--- src/rtl/instr_fetch_unit.sv ---
// instr_fetch_unit: multi-cycle fetch stage owning the PC, fetching words from instruction memory via request/ready
// Ports: clk/reset (sync, active-high); mem_read/mem_addr out, mem_data/mem_ready in (memory side);
//        next_pc/pc_update/halt in (execute/decode side); instr/instr_valid/pc/fetch_count/halted out.
module instr_fetch_unit #(
  parameter int WORD_WIDTH = 16,
  parameter logic [WORD_WIDTH-1:0] RESET_PC = '0
) (
  input  logic                  clk,
  input  logic                  reset,
  output logic                  mem_read,
  output logic [WORD_WIDTH-1:0] mem_addr,
  input  logic [WORD_WIDTH-1:0] mem_data,
  input  logic                  mem_ready,
  input  logic [WORD_WIDTH-1:0] next_pc,
  input  logic                  pc_update,
  input  logic                  halt,
  output logic [WORD_WIDTH-1:0] instr,
  output logic                  instr_valid,
  output logic [WORD_WIDTH-1:0] pc,
  output logic [WORD_WIDTH-1:0] fetch_count,
  output logic                  halted
);
  typedef enum logic [1:0] {IDLE, FETCH, VALID, HALTED} state_t;
  localparam logic [WORD_WIDTH-1:0] ONE = {{(WORD_WIDTH-1){1'b0}}, 1'b1};
  state_t state_q, state_d;
  logic [WORD_WIDTH-1:0] pc_q, pc_d, addr_q, addr_d, instr_q, instr_d, cnt_q, cnt_d;
  logic rd_q, rd_d, valid_q, valid_d, halted_q, halted_d;
  always_comb begin
    state_d  = state_q;
    pc_d     = pc_q;
    addr_d   = addr_q;
    instr_d  = instr_q;
    cnt_d    = cnt_q;
    rd_d     = rd_q;
    valid_d  = valid_q;
    halted_d = halted_q;
    case (state_q)
      IDLE: begin
        state_d = FETCH;
        rd_d    = 1'b1;
        addr_d  = pc_q;
      end
      FETCH: if (mem_ready) begin
        state_d = VALID;
        instr_d = mem_data;
        valid_d = 1'b1;
        rd_d    = 1'b0;
        cnt_d   = cnt_q + ONE;
      end
      // halt wins over pc_update; pc stays at the halting instruction
      VALID: if (halt) begin
        state_d  = HALTED;
        valid_d  = 1'b0;
        halted_d = 1'b1;
      end else if (pc_update) begin
        state_d = FETCH;
        pc_d    = next_pc;
        addr_d  = next_pc;
        valid_d = 1'b0;
        rd_d    = 1'b1;
      end
      default: ;
    endcase
  end
  always_ff @(posedge clk) begin
    if (reset) begin
      state_q  <= IDLE;
      pc_q     <= RESET_PC;
      addr_q   <= RESET_PC;
      instr_q  <= '0;
      cnt_q    <= '0;
      rd_q     <= 1'b0;
      valid_q  <= 1'b0;
      halted_q <= 1'b0;
    end else begin
      state_q  <= state_d;
      pc_q     <= pc_d;
      addr_q   <= addr_d;
      instr_q  <= instr_d;
      cnt_q    <= cnt_d;
      rd_q     <= rd_d;
      valid_q  <= valid_d;
      halted_q <= halted_d;
    end
  end
  assign mem_read    = rd_q;
  assign mem_addr    = addr_q;
  assign instr       = instr_q;
  assign instr_valid = valid_q;
  assign pc          = pc_q;
  assign fetch_count = cnt_q;
  assign halted      = halted_q;
endmodule
--- config.mk ---
export PLATFORM = sky130hd
export DESIGN_NAME = instr_fetch_unit
export DESIGN_NICKNAME = d
export VERILOG_FILES = /design/src/rtl/instr_fetch_unit.sv
export SDC_FILE = /design/constraint.sdc
export NUM_CORES = 1
export LEC_CHECK = 0
export BUFFER_PORTS_ARGS = -buffer_cell sky130_fd_sc_hd__buf_4
export CORE_MARGIN = 8
export CORE_UTILIZATION = 51
export CTS_BUF_LIST = sky130_fd_sc_hd__clkbuf_8
export CTS_CLUSTER_DIAMETER = 200
export DETAILED_ROUTE_END_ITERATION = 12
export HOLD_SLACK_MARGIN = 0.06
export PLACE_DENSITY = 0.82
export SLEW_MARGIN = 20
export SYNTH_ARGS = -nofsm -noshare
export SYNTH_HDL_FRONTEND = slang
export SYNTH_SLANG_ARGS = --single-unit
export TNS_END_PERCENT = 100
--- constraint.sdc ---
create_clock -name clk -period 2.4 [get_ports clk]
set_input_delay 0.48 -clock clk [delete_from_list [all_inputs] [get_ports clk]]
set_output_delay 0.48 -clock clk [all_outputs]
set_load 0.02 [all_outputs]
* Yosys cells after proc, flatten, opt, wreduce, memory -nomap -nowiden
Index checks and enable logic that the tools add are counted.
Operators by class: $add $sub $neg 1, equality and inequality tests 6, mux-type cells 15, bitwise logic cells 1, reductions and logical operators 11
Operator list (count):
- $mux 16 | 2
- $pmux 16 s2 | 1
- $add 16x1->16 const B | 1
- $reduce_and 3->1 | 4
- $mux 1 | 6
- $mux 2 | 3
- $ne 2x2->1 const B | 3
- $pmux 2 s3 | 1
- $reduce_and 2->1 | 2
- $reduce_and 4->1 | 1
- $reduce_bool 2->1 | 2
- $ne 3x3->1 const B | 1
- $pmux 1 s3 | 1
- $reduce_bool 3->1 | 1
- $eq 2x1->1 const B | 1
- $eq 2x2->1 const B | 1
- $logic_not 2->1 | 1
- $pmux 1 s2 | 1
- $not 1->1 | 1
Storage, ports and cells: register bits 69, bits of input ports 37, output and inout port bits 67, word-level logic and storage cells 42

* Longest topological paths before layout
depth in word-level cells 3, mapped depth 8, mapped depth without buffers 6

* Worst setup path before layout
OpenSTA, ideal clock, no wires.
path type flip-flop to flip-flop, start point register cnt_q[1] (netlist: fetch_count[1]), end point register cnt_q[14] (netlist: fetch_count[14]), library setup time 0.070 ns, data arrival time 1.706 ns, required time 2.330 ns, setup slack 0.624 ns, cell stages (with the launch flop) 6, path buffers 0, cells stage by stage dfxtp_1 > ha_1 > and4_1 > nand2_1 > or4_1 > a21oi_1
Between the ends: longest elaborated chain between the ends 1
RTL lines:
- from (decl) | RTL line 26 | logic [WORD_WIDTH-1:0] pc_q, pc_d, addr_q, addr_d, instr_q, instr_d, cnt_q, cnt_d;
- from (signal assigned) | RTL line 80 | cnt_q <= cnt_d;
- $add 16x1->16 | RTL line 48 | cnt_d = cnt_q + ONE;
No other way between the ends. A chain may end at the register's enable or synchronous reset.

* Final worst setup path
start point register state_q[1], end point register cnt_q[9] (netlist: fetch_count[9])
Between the ends: longest elaborated chain between the ends 2
RTL lines:
- from (decl) | RTL line 25 | state_t state_q, state_d;
- from (signal assigned) | RTL line 76 | state_q <= state_d;
- $eq 2x1->1 | RTL line 37 | case (state_q)
- $reduce_and 2->1 (no source line)
No other way between the ends.

==> results.sh <==
export IMPL_p_comb_frac=0.211
export IMPL_num_nets_final=475
export IMPL_ys_ff_latch=69
export IMPL_diodes=0
export IMPL_r2r_end="fetch_count[9]$_SDFFE_PP0P_"
export IMPL_grt_use_met3=0.04988
export IMPL_core_um2=5439
export IMPL_synth_edff_count=0
export IMPL_die_x_um=90.40
export IMPL_synthFlopType="dfxtp_1"
export IMPL_design_area_um2=3817
export IMPL_cts_max_level=3
export IMPL_ff2ff_path_depth=6
export IMPL_cts_buffers=9
export IMPL_finalSetupViolCount=0
export IMPL_rsz0062_at_grt="no"
export IMPL_yosys_area_top_type="dfxtp_1"
export IMPL_post_cts_resized=0
export IMPL_ctsHoldBuffers=0
export IMPL_grt_pass1_vias=2549
export IMPL_maxCapViolCount=0
export IMPL_seq_area_frac_synth=0.4894
export IMPL_setup_tns_ns=0
export IMPL_layout_min_cycle_time_ns=2.007
export IMPL_hp_class="in -> reg"
export IMPL_clk_latency_ns=0.33
export IMPL_hold_end="instr[10]$_SDFFE_PP0P_"
export IMPL_clock_fmax_mhz=498.3
export IMPL_routedWlPerCell_um=15.04
export IMPL_postRouteWirelength_um=7627
export IMPL_die_y_um=90.40
export IMPL_worstMarginPinSlew_ns=0.6074
export IMPL_critPathArrivalTime_ns=2.27
export IMPL_cp_max_fo=10
export IMPL_synth_top_area_frac=0.4894
export IMPL_die_area_um2=8171
export IMPL_run_status="complete, no violations"
export IMPL_gr_usage_met1=0.1891
export IMPL_vias_per_cell=5.189
export IMPL_grt_most_used_layer="met2"
export IMPL_synth_area_leaders="dfxtp_1 49%, nand2_1 10%, a21oi_1 7.1%"
export IMPL_dp_slack_ns=0.4346
export IMPL_place_gp_congestion=0.8164
export IMPL_dr_pass1_iters=4
export IMPL_clockRootBuffer="clkbuf_8"
export IMPL_track_usage=0.1829
export IMPL_clkTransAtPathRegs_ns=0.07
export IMPL_cts_sinks=69
export IMPL_async_reset_ff_frac=0
export IMPL_port_buffers=103
export IMPL_syn_area_um2=2823
export IMPL_drc=0
export IMPL_vias=2631
export IMPL_p_int_mw=1.876
export IMPL_fill_cells=469
export IMPL_power_leakage_nw=1.572
export IMPL_worstSetupPathType="reg -> reg"
export IMPL_final_layout_size_suffix_gt1_frac=0.2943
export IMPL_syn2layout_area_growth_pct=35.24
export IMPL_place_area_um2=3652
export IMPL_final_setup_skew_ns=0.005586
export IMPL_hold_depth=3
export IMPL_required_ns=2.67
export IMPL_swShare=0.2918
export IMPL_min_period_over_period=0.8361
export IMPL_grt_pass1_wl_um=12330
export IMPL_netlist_top_cells_count="76 x nand2_1, 69 x dfxtp_1, 40 x a21oi_1"
export IMPL_ant_nets=0
export IMPL_seq_power_share=0.483
export IMPL_yosysMostFrequentCell="nand2_1"
export IMPL_cts_setup_buffers=0
export IMPL_syn_avg_cell_area_um2=8.477
export IMPL_hold_slack_ns=0.3917
export IMPL_power_density_nw_per_um2=694.0
export IMPL_cts_tree="built"
export IMPL_endpoint_kind="flop"
export IMPL_p_clk_frac=0.306
export IMPL_dpl_hpwl_um=5516
export IMPL_grt_util_met2=0.3344
export IMPL_ys_warn_count=0
export IMPL_yosysUniqueCellTypes=35
export IMPL_clock_path_buffers=2
export IMPL_start_util=0.5190
export IMPL_r2r_slack_ns=0.39
export IMPL_grt_max_degree=52
export IMPL_drv_slew=0
export IMPL_antenna_found_initial=0
export IMPL_ir_drop_mv=0.3843
export IMPL_cp_start_kind="flop"
export IMPL_placementRows=27
export IMPL_fin_ws_ns=0.3934
export IMPL_syn_num_nets=376
export IMPL_power_switching_mw=0.7731
export IMPL_hold_start="mem_data[10]"
export IMPL_overflow=0
export IMPL_synth_cells=333
export IMPL_io_pins=104
export IMPL_drt_initial_drc_count=99
export IMPL_r2r_start="state_q[1]$_SDFFE_PP0P_"
export IMPL_fin_util=0.7019
export IMPL_max_slew_margin=0.5941
export IMPL_hold_viol_final=0
-- registers in the layout, summed over array words and instances, names as in the netlist --
signal and flops:
state_q 2, instr 16, mem_addr 16, halted 1
pc 16, mem_read 1, fetch_count 16, instr_valid 1
-- cell usage in the layout, fill, tap and decap left out, drive strengths merged, types with 3 or more instances in the layout --
cell type	instances
a211oi	17
a21oi	40
and4	3
buf	110
clkbuf	11
dfxtp	69
ha	6
inv	5
mux2i	16
nand2	76
nand3	7
nand4	5
nor2	32
o21ai	4
or4	3
xnor2	3
xor2	7
-- critical path: stages, from the launching register on --
cell	delay [ns]
dfxtp_1	0.35
inv_1	0.09
ha_1	0.34
and4_1	0.38
nand2_1	0.14
or4b_1	0.49
a21oi_1	0.15
-- layout make-up --
type	count	area (µm²)	share of cell area
clock buffers	11	151.4	0.03966
clock inverters	3	13.76	0.003605
inverters	4	15.01	0.003933
multi-input cells	238	1340	0.3510
flip-flops and latches	69	1381	0.3618
well taps	72	90.09	0.02360
repair buffers	110	825.8	0.2163
-- per-stage QoR --
step	instances	power [mW]
2_1_floorplan	333	1.625
3_3_place_gp	493	1.851
3_5_place_dp	493	1.871
4_1_cts	507	2.676
5_1_grt	507	2.768
6_report	507	2.649
-- layer usage --
layer | vias up | share of wire
met3 | 14 | 0.043
met5 | - | 0
met2 | 54 | 0.53
li1 | 1333 | -
met4 | 0 | 0.020
met1 | 1230 | 0.41
-- cell families after synthesis --
| family | Yosys count | synth area share |
|---|---|---|
| buffers and inverters | 26 | 0.03723 |
| XOR/XNOR | 10 | 0.03103 |
| AND/OR/NAND/NOR | 138 | 0.2150 |
| AO/OA/AOI/OAI | 67 | 0.1401 |
| adder cells (fa/ha/maj) | 6 | 0.02660 |
| multiplexers | 17 | 0.06073 |
| flip-flops | 69 | 0.4894 |
-- worst max path at each step --
stage	slack, ns	end	depth (start not counted)	start
floorplan	0.62	fetch_count[14]$_SDFFE_PP0P_	5	fetch_count[1]$_SDFFE_PP0P_
global route	0.22	fetch_count[9]$_SDFFE_PP0P_	6	state_q[1]$_SDFFE_PP0P_
detailed placement	0.43	fetch_count[9]$_SDFFE_PP0P_	6	state_q[1]$_SDFFE_PP0P_
global placement	0.53	fetch_count[9]$_SDFFE_PP0P_	6	state_q[1]$_SDFFE_PP0P_
CTS	0.40	fetch_count[9]$_SDFFE_PP0P_	6	state_q[1]$_SDFFE_PP0P_
finish	0.39	fetch_count[9]$_SDFFE_PP0P_	6	state_q[1]$_SDFFE_PP0P_
-- power by group through the flow --
stage / Combinational (mW) / Clock, mW / Sequential, mW
6_report: 0.559 / 0.810 / 1.28
2_1_floorplan: 0.229 / 0 / 1.40
5_1_grt: 0.611 / 0.867 / 1.29
4_1_cts: 0.567 / 0.828 / 1.28
3_5_place_dp: 0.566 / 0 / 1.31
3_3_place_gp: 0.551 / 0 / 1.30
(Power assumes the default switching activity.)
